### config.mk
export PLATFORM = sky130hd
export DESIGN_NAME = sel_sequencer
export DESIGN_NICKNAME = d
export VERILOG_FILES = /design/src/rtl/sel_seq_pkg.sv /design/src/rtl/sync_fifo.sv /design/src/rtl/sel_sequencer.sv
export SDC_FILE = /design/constraint.sdc
export NUM_CORES = 1
export LEC_CHECK = 0
export BUFFER_PORTS_ARGS = -buffer_cell sky130_fd_sc_hd__buf_4
export CAP_MARGIN = 20
export CORE_MARGIN = 8
export CORE_UTILIZATION = 40
export DETAILED_ROUTE_END_ITERATION = 12
export HOLD_SLACK_MARGIN = 0.03
export PLACE_DENSITY = 0.69
export SYNTH_ARGS = -nofsm -noshare
export SYNTH_HDL_FRONTEND = slang
export SYNTH_SLANG_ARGS = --single-unit
### constraint.sdc
create_clock -name clk -period 1.82 [get_ports clk]
set_clock_uncertainty 0.1 [all_clocks]
set_input_delay 0.273 -clock clk [delete_from_list [all_inputs] [get_ports clk]]
set_output_delay 0.273 -clock clk [all_outputs]
set_load 0.005 [all_outputs]
### src/rtl/sel_seq_pkg.sv
// Shared types for the select sequencer: command modes, FSM states, command layout.
// Ports: none (package only).
// Helper functions decode a mode into the two select bits.
package sel_seq_pkg;

  typedef enum logic [1:0] {
    NONE = 2'd0,
    SEL1 = 2'd1,
    SEL2 = 2'd2,
    BOTH = 2'd3
  } mode_t;

  typedef enum logic {
    IDLE = 1'b0,
    PLAY = 1'b1
  } state_t;

  localparam int CNT_W_DEF = 4;

  // Command as stored in the FIFO at the default length width.
  typedef struct packed {
    mode_t                mode;
    logic [CNT_W_DEF-1:0] len;
  } cmd_t;

  function automatic logic mode_sel1(mode_t m);
    return (m == SEL1) || (m == BOTH);
  endfunction

  function automatic logic mode_sel2(mode_t m);
    return (m == SEL2) || (m == BOTH);
  endfunction

endpackage

### src/rtl/sync_fifo.sv
// Small synchronous FIFO with pointer-compare full/empty and a flop-array head.
// Ports: push/din write the tail, pop advances the head, dout shows the head entry,
//        full/empty from log2(DEPTH)+1-bit pointers; rst clears the pointers asynchronously.
module sync_fifo #(
  parameter int W     = 8,
  parameter int DEPTH = 2
) (
  input  logic         clk,
  input  logic         rst,
  input  logic         push,
  input  logic [W-1:0] din,
  input  logic         pop,
  output logic [W-1:0] dout,
  output logic         full,
  output logic         empty
);

  localparam int AW = $clog2(DEPTH);

  logic [W-1:0] mem [DEPTH];
  logic [AW:0]  wr_ptr;
  logic [AW:0]  rd_ptr;
  logic         do_push;
  logic         do_pop;

  // Extra MSB distinguishes full from empty when the index bits match.
  assign full    = (wr_ptr[AW] != rd_ptr[AW]) && (wr_ptr[AW-1:0] == rd_ptr[AW-1:0]);
  assign empty   = (wr_ptr == rd_ptr);
  assign do_push = push && !full;
  assign do_pop  = pop && !empty;
  assign dout    = mem[rd_ptr[AW-1:0]];

  always_ff @(posedge clk or posedge rst) begin
    if (rst) begin
      wr_ptr <= '0;
      rd_ptr <= '0;
    end else begin
      if (do_push) wr_ptr <= wr_ptr + 1'b1;
      if (do_pop)  rd_ptr <= rd_ptr + 1'b1;
    end
  end

  // Storage needs no reset: entries are only visible between the pointers.
  always_ff @(posedge clk) begin
    if (do_push) mem[wr_ptr[AW-1:0]] <= din;
  end

endmodule

### src/rtl/sel_sequencer.sv
// Plays queued timed select commands onto registered sel1/sel2, back-to-back, low when idle.
// Ports: cmd_valid/cmd_ready/cmd_mode/cmd_len command input (ready = FIFO not full),
//        sel1/sel2 registered selects, busy while playing, done in each command's final cycle.
module sel_sequencer
  import sel_seq_pkg::*;
#(
  parameter int CNT_W = 4,
  parameter int DEPTH = 2
) (
  input  logic             clk,
  input  logic             rst,
  input  logic             cmd_valid,
  output logic             cmd_ready,
  input  logic [1:0]       cmd_mode,
  input  logic [CNT_W-1:0] cmd_len,
  output logic             sel1,
  output logic             sel2,
  output logic             busy,
  output logic             done
);

  // Same layout as cmd_t, with the length field following CNT_W.
  typedef struct packed {
    mode_t            mode;
    logic [CNT_W-1:0] len;
  } cmd_w_t;

  cmd_w_t           wr_cmd;
  cmd_w_t           head;
  logic             full;
  logic             empty;
  logic             push;
  logic             pop;

  state_t           state, state_n;
  logic [CNT_W-1:0] cnt, cnt_n;
  logic             sel1_n, sel2_n;

  assign wr_cmd.mode = mode_t'(cmd_mode);
  assign wr_cmd.len  = cmd_len;
  assign cmd_ready   = !full;
  assign push        = cmd_valid && !full;

  sync_fifo #(
    .W     ($bits(cmd_w_t)),
    .DEPTH (DEPTH)
  ) u_fifo (
    .clk   (clk),
    .rst   (rst),
    .push  (push),
    .din   (wr_cmd),
    .pop   (pop),
    .dout  (head),
    .full  (full),
    .empty (empty)
  );

  always_ff @(posedge clk or posedge rst) begin
    if (rst) begin
      state <= IDLE;
      cnt   <= '0;
      sel1  <= 1'b0;
      sel2  <= 1'b0;
    end else begin
      state <= state_n;
      cnt   <= cnt_n;
      sel1  <= sel1_n;
      sel2  <= sel2_n;
    end
  end

  always_comb begin
    state_n = state;
    cnt_n   = cnt;
    sel1_n  = sel1;
    sel2_n  = sel2;
    pop     = 1'b0;
    case (state)
      IDLE: begin
        sel1_n = 1'b0;
        sel2_n = 1'b0;
        if (!empty) begin
          pop     = 1'b1;
          cnt_n   = head.len;
          sel1_n  = mode_sel1(head.mode);
          sel2_n  = mode_sel2(head.mode);
          state_n = PLAY;
        end
      end
      PLAY: begin
        if (cnt != '0) begin
          cnt_n = cnt - 1'b1;
        end else if (!empty) begin
          // Reload at the final edge so the next command starts with no gap.
          pop    = 1'b1;
          cnt_n  = head.len;
          sel1_n = mode_sel1(head.mode);
          sel2_n = mode_sel2(head.mode);
        end else begin
          sel1_n  = 1'b0;
          sel2_n  = 1'b0;
          state_n = IDLE;
        end
      end
      default: state_n = IDLE;
    endcase
  end

  assign busy = (state == PLAY);
  assign done = (state == PLAY) && (cnt == '0);

endmodule

* Word level (Yosys, flattened, before mapping)
Memory sizes are Yosys's and may differ from the RTL's.
Cells that the tools add are included.
** Storage, ports and cells
- Input bits :: 9
- Memory bits (writable) :: 12
- Register bits :: 11
- Memories :: 1
- Word-level logic and storage cells :: 45
** Cells by class
- Equality and inequality tests :: 7
- $add $sub $neg :: 3
- Bitwise gates (word level) :: 1
- Muxes and demuxes :: 16
- Reductions and logical operators :: 11
** Memory list
- u_fifo.mem :: depth 2, bits a word 6, rd ports 1, clocked after memory_dff 0, write ports 1, line sync_fifo.sv:20 : logic [W-1:0] mem [DEPTH];
** Operator list (number)
- 1-bit two-way mux :: 9
- 4-bit two-way mux :: 2
- 1-bit one-hot mux with 2 select lines :: 4
- 4-bit one-hot mux with 2 select lines :: 1
- 1-bit logical AND :: 5
- 2-bit by 1-bit adder with 2-bit output (second input constant) :: 2
- 2-bit == test (second input constant) :: 2
- 4-bit logical NOT :: 1
- 4-bit nonzero test :: 1
- 4-bit by 1-bit subtractor with 4-bit output (second input constant) :: 1
- 2-bit by 1-bit == test with 1-bit output (second input constant) :: 1
- 2-bit == test :: 1
- 1-bit logical NOT :: 2
- 1-bit logical OR :: 2
- 2-bit != test (second input constant) :: 1
- 1-bit == test :: 1
- 1-bit != test :: 1
- 1-bit inverter :: 1

* Logic depth before layout (Yosys ltp)
- Word-level depth :: 7
- Depth in mapped cells :: 6
- Mapped depth without buffers :: 6

* By module
A second synthesis with hierarchy kept.
** Second synthesis, totals
- Cells, all modules :: 84
- Area total of the unflattened synthesis :: 1094.8 um^2
** By module, submodules not included
- sync_fifo :: cells an instance 45, area an instance 683.2 um^2, sequential area each 460.4 um^2, times used 1
- sel_sequencer :: cells an instance 39, area an instance 411.6 um^2, sequential area each 175.2 um^2, times used 1

* Least setup slack after synthesis
Ideal clock, no wire load.
- Path type :: reg2reg
- Start :: register cnt[0]
- End :: register cnt[3]
- Path buffers :: 0
- Required time :: 1597 ps
- Stages on the path, launching flop included :: 7
- Period minus slack after synthesis :: 1713 ps
- Data arrival time :: 1490 ps
- Setup time :: 123 ps
- Path slack :: 107 ps
- Cell sequence :: dfrtp_1 inv_1 ha_1 nand2b_4 o21ai_4 mux2_2 o221a_1
** Between the ends
- Longest elaborated chain between the ends :: 3
** RTL lines
- start: declaration :: line sel_sequencer.sv:36 : logic [CNT_W-1:0] cnt, cnt_n;
- start signal: assignment :: line sel_sequencer.sv:66 : cnt <= cnt_n;
- 4-bit by 1-bit subtractor with 4-bit output / 4-bit nonzero test (equally long branches) :: line sel_sequencer.sv:92, sel_sequencer.sv:91
- 4-bit two-way mux * :: line sel_sequencer.sv:91 : if (cnt != '0) begin
- 4-bit one-hot mux with 2 select lines * :: line sel_sequencer.sv:78 : case (state)
- net cnt_n[3] :: line sel_sequencer.sv:36
Mark *: on every way through the listed nets, which the timed path passes. The rest lies on a longest branch.
A chain may end at the register's enable or synchronous reset.

* Worst setup path in the final report
- Start :: register cnt[0]
- End :: output port done
** Between the ends
- Longest elaborated chain between the ends :: 2
** RTL lines
- 4-bit logical NOT :: line sel_sequencer.sv:110 : assign done = (state == PLAY) && (cnt == '0);
- 1-bit logical AND :: line sel_sequencer.sv:110
- end: declaration :: line sel_sequencer.sv:19 : output logic done
Every way passes these cells.

==> impl_metrics.ini <==
[timing]
rsz0062_at_grt = false
hold_viol = 0
worst_slew_pin_slew_ps = 455.9
fmax_mhz = 584.7
relSlewSlack_pct = 69.50
tns_ps = 0
report.final.slew_viol_count = 0
hold_slack_ps = 154.2
fin_crit_sh_pct = 93.97
setup_viol = 0
period_needed_ps = 1710

[synth]
yosysSeqAreaShare_pct = 62.25
synth_area_um2 = 1021
synthesis.area_per_instance_um2 = 14.18
syn_nets = 82
ys_ff_latch = 23
synthCells = 72
synth_cell_types = 25
yosysWarnings = 0

[power_and_ir_drop]
p_clk_share_pct = 10.2
p_leak_nw = 0.5554
p_sw_share_pct = 35.49
p_int_mw = 1.444
combinationalPowerShare_pct = 50.1
ir_drop_mv = 0.9192
power_switching_uw = 794.7
p_per_area_nw_per_um2 = 1709
seqPwrFrac_pct = 39.6

[clock_tree]
path_clk_slew_ps = 120
clockBufferDepth = 2
clkLatencyLatePin_ps = 310
cts_buffers = 3
cts_sinks = 23
cts_tree = yes
root_buffer = clkbuf_4
ctsHtreeMaxLevel = 1

[cells_and_area]
drive_gt1_share_pct = 34.95
antennaDiodeCount = 0
area.growth.synth_to_final_pct = 28.31
final_cell_mix = 21 x buf_4, 12 x edfxtp_1, 11 x dfrtp_1
final_common_cell = buf_4
fin_area_um2 = 1310
instances_no_fill = 133
utilization_pct = 53.36
final_nets = 114

[route]
first_pass_iters = 4
vias = 639
drtAntennaViolNets = 0
drt-vias-per-instance = 4.805
post_drt_wl_per_cell_um = 13.35
initialDrtViolationCount = 9
drc_errors = 0
drt-total-wl_mm = 1.775

[place]
io_buffers = 13
routabilityCongestion = 0.7470
dp_cells = 120
placedInstanceArea_um2 = 1190
dp_hpwl_mm = 1.274

[global_route]
grt_max_degree = 14
grt_pass1_vias = 673
antenna_found_initial = 0
grt_first_pass_wirelength_mm = 2.925
overflow = 0
track_usage_pct = 8.907

[min_path]
min_from = cmd_valid
min_path_type = input port to flop

[die]
initial_core_util_pct = 41.59
die_y_um = 66.52
fp.coreArea_um2 = 2455
num_rows = 18
dieArea_um2 = 4425
die_w_um = 66.52
io_pins = 14

[worst_setup_path]
path_max_fanout = 2
critPathKind = flop to output pin
arrival_ps = 1340
reg2reg_from = u_fifo.rd_ptr[1]
crit_chain = inv_1 -> ha_2 -> nand2b_4 -> nor3b_2 -> buf_4
crit_family = flip-flops
worstSetupEndpointType = output pin
required_ps = 1450
cp-start-kind = flop
critPathMaxStageDelay_ps = 390
cp_slowest_cell = dfrtp_1
crit_start = cnt[0]
path_buf_inv = 2

[status]
status = finished clean

[flow_run]
maxCapViolCount = 0
[metal layers]
metal	track usage (%)	vias to the layer above	share of wire, %	wire (µm)
met4	6.400	0	2.6	47
met3	2.349	5	4.7	84
met5	0	-	0	0
li1	-	320	-	-
met2	15.56	16	52	928
met1	8.952	298	40	714
[sequential cells by signal, summed over array words and instances, names as in the netlist]
| register | count |
|---|---|
| sel1 | 1 |
| u_fifo.mem | 12 |
| u_fifo.rd_ptr | 2 |
| cnt | 4 |
| sel2 | 1 |
| u_fifo.wr_ptr | 2 |
| busy | 1 |
[cell families (layout without fill, tap and decap cells)]
family	count (synthesis)	after routing	share of synthesized area, %
xor gates and xnor gates	8	8	8.333
buffers and inverters	6	37	2.941
DFF	23	23	62.25
muxes	10	10	10.29
AOI/OAI and AO/OA	10	10	7.475
and+or+nand+nor	14	14	7.475
adders and majority gates	1	1	1.225
[final cells by class]
class | instances | area [µm²]
inverter | 5 | 18.77
timing repair buffer | 28 | 227.7
clock inverter | 1 | 5.005
fill | 217 | 1145
clock buffer | 3 | 22.52
multi-input combinational | 43 | 362.8
tap | 30 | 37.54
sequential | 23 | 635.6
[path summary, 6_finish.rpt]
path,slack (ps),to,cells past startpoint
setup / recovery,110,done,5
hold / removal,150,u_fifo.wr_ptr[0],3
setup reg to reg,160,cnt[3],5
hold reg to reg,440,sel1,2
max in group asynchronous,940,sel1,3
min in group asynchronous,390,u_fifo.rd_ptr[1],3
[per-stage QoR]
stage | setup WS [ps] | total power [mW]
2_1_floorplan | 106.9 | 1.647
3_3_place_gp | 109.4 | 1.941
3_5_place_dp | 107.3 | 1.972
4_1_cts | 12.83 | 2.237
5_1_grt | 27.25 | 2.395
6_report | 109.8 | 2.239
[power by group through the flow]
stage               sequential, mW  clock [mW]  combinational (mW)
finish                       0.887       0.229                1.12
global route                 0.906       0.256                1.23
CTS                          0.893       0.238                1.11
detailed placement           0.913           0                1.06
global placement             0.904           0                1.04
floorplan                    0.905           0               0.741
[tightest hold or removal path, delay by kind of cell]
kind | cells | cell delay (ps)
buffers and inverters | 1 | 110
AND/OR/NAND/NOR | 1 | 90
XOR/XNOR | 1 | 70
[Yosys cell counts]
cell / count / share of area (%)
a21oi_1: 3 / 1.5
a2bb2oi_1: 1 / 0.86
and3_1: 1 / 0.61
buf_6: 1 / 1.1
dfrtp_1: 11 / 27
edfxtp_1: 12 / 35
ha_1: 1 / 1.2
inv_1: 5 / 1.8
mux2_2: 4 / 4.4
mux2i_1: 6 / 5.9
nand2_1: 4 / 1.5
nand2_2: 1 / 0.61
nand2b_4: 1 / 1.3
nand3_1: 3 / 1.5
nor2_1: 2 / 0.74
nor3_1: 1 / 0.49
nor3b_1: 1 / 0.74
o21ai_0: 1 / 0.49
o21ai_4: 1 / 1.6
o21bai_1: 1 / 0.74
o221a_1: 1 / 1.1
o22ai_1: 2 / 1.2
xnor2_1: 4 / 3.4
xnor2_2: 2 / 3.2
xor2_1: 2 / 1.7
[repair_timing]
action | 4_1_cts | 5_1_grt
hold buffers | 3 | 4
setup endpoints to repair | 1 | 1
resized for setup | 1 | 1
buffers inserted | 1 | 1
endpoints found under the hold margin | 15 | 8
(Power assumes the default switching activity.)
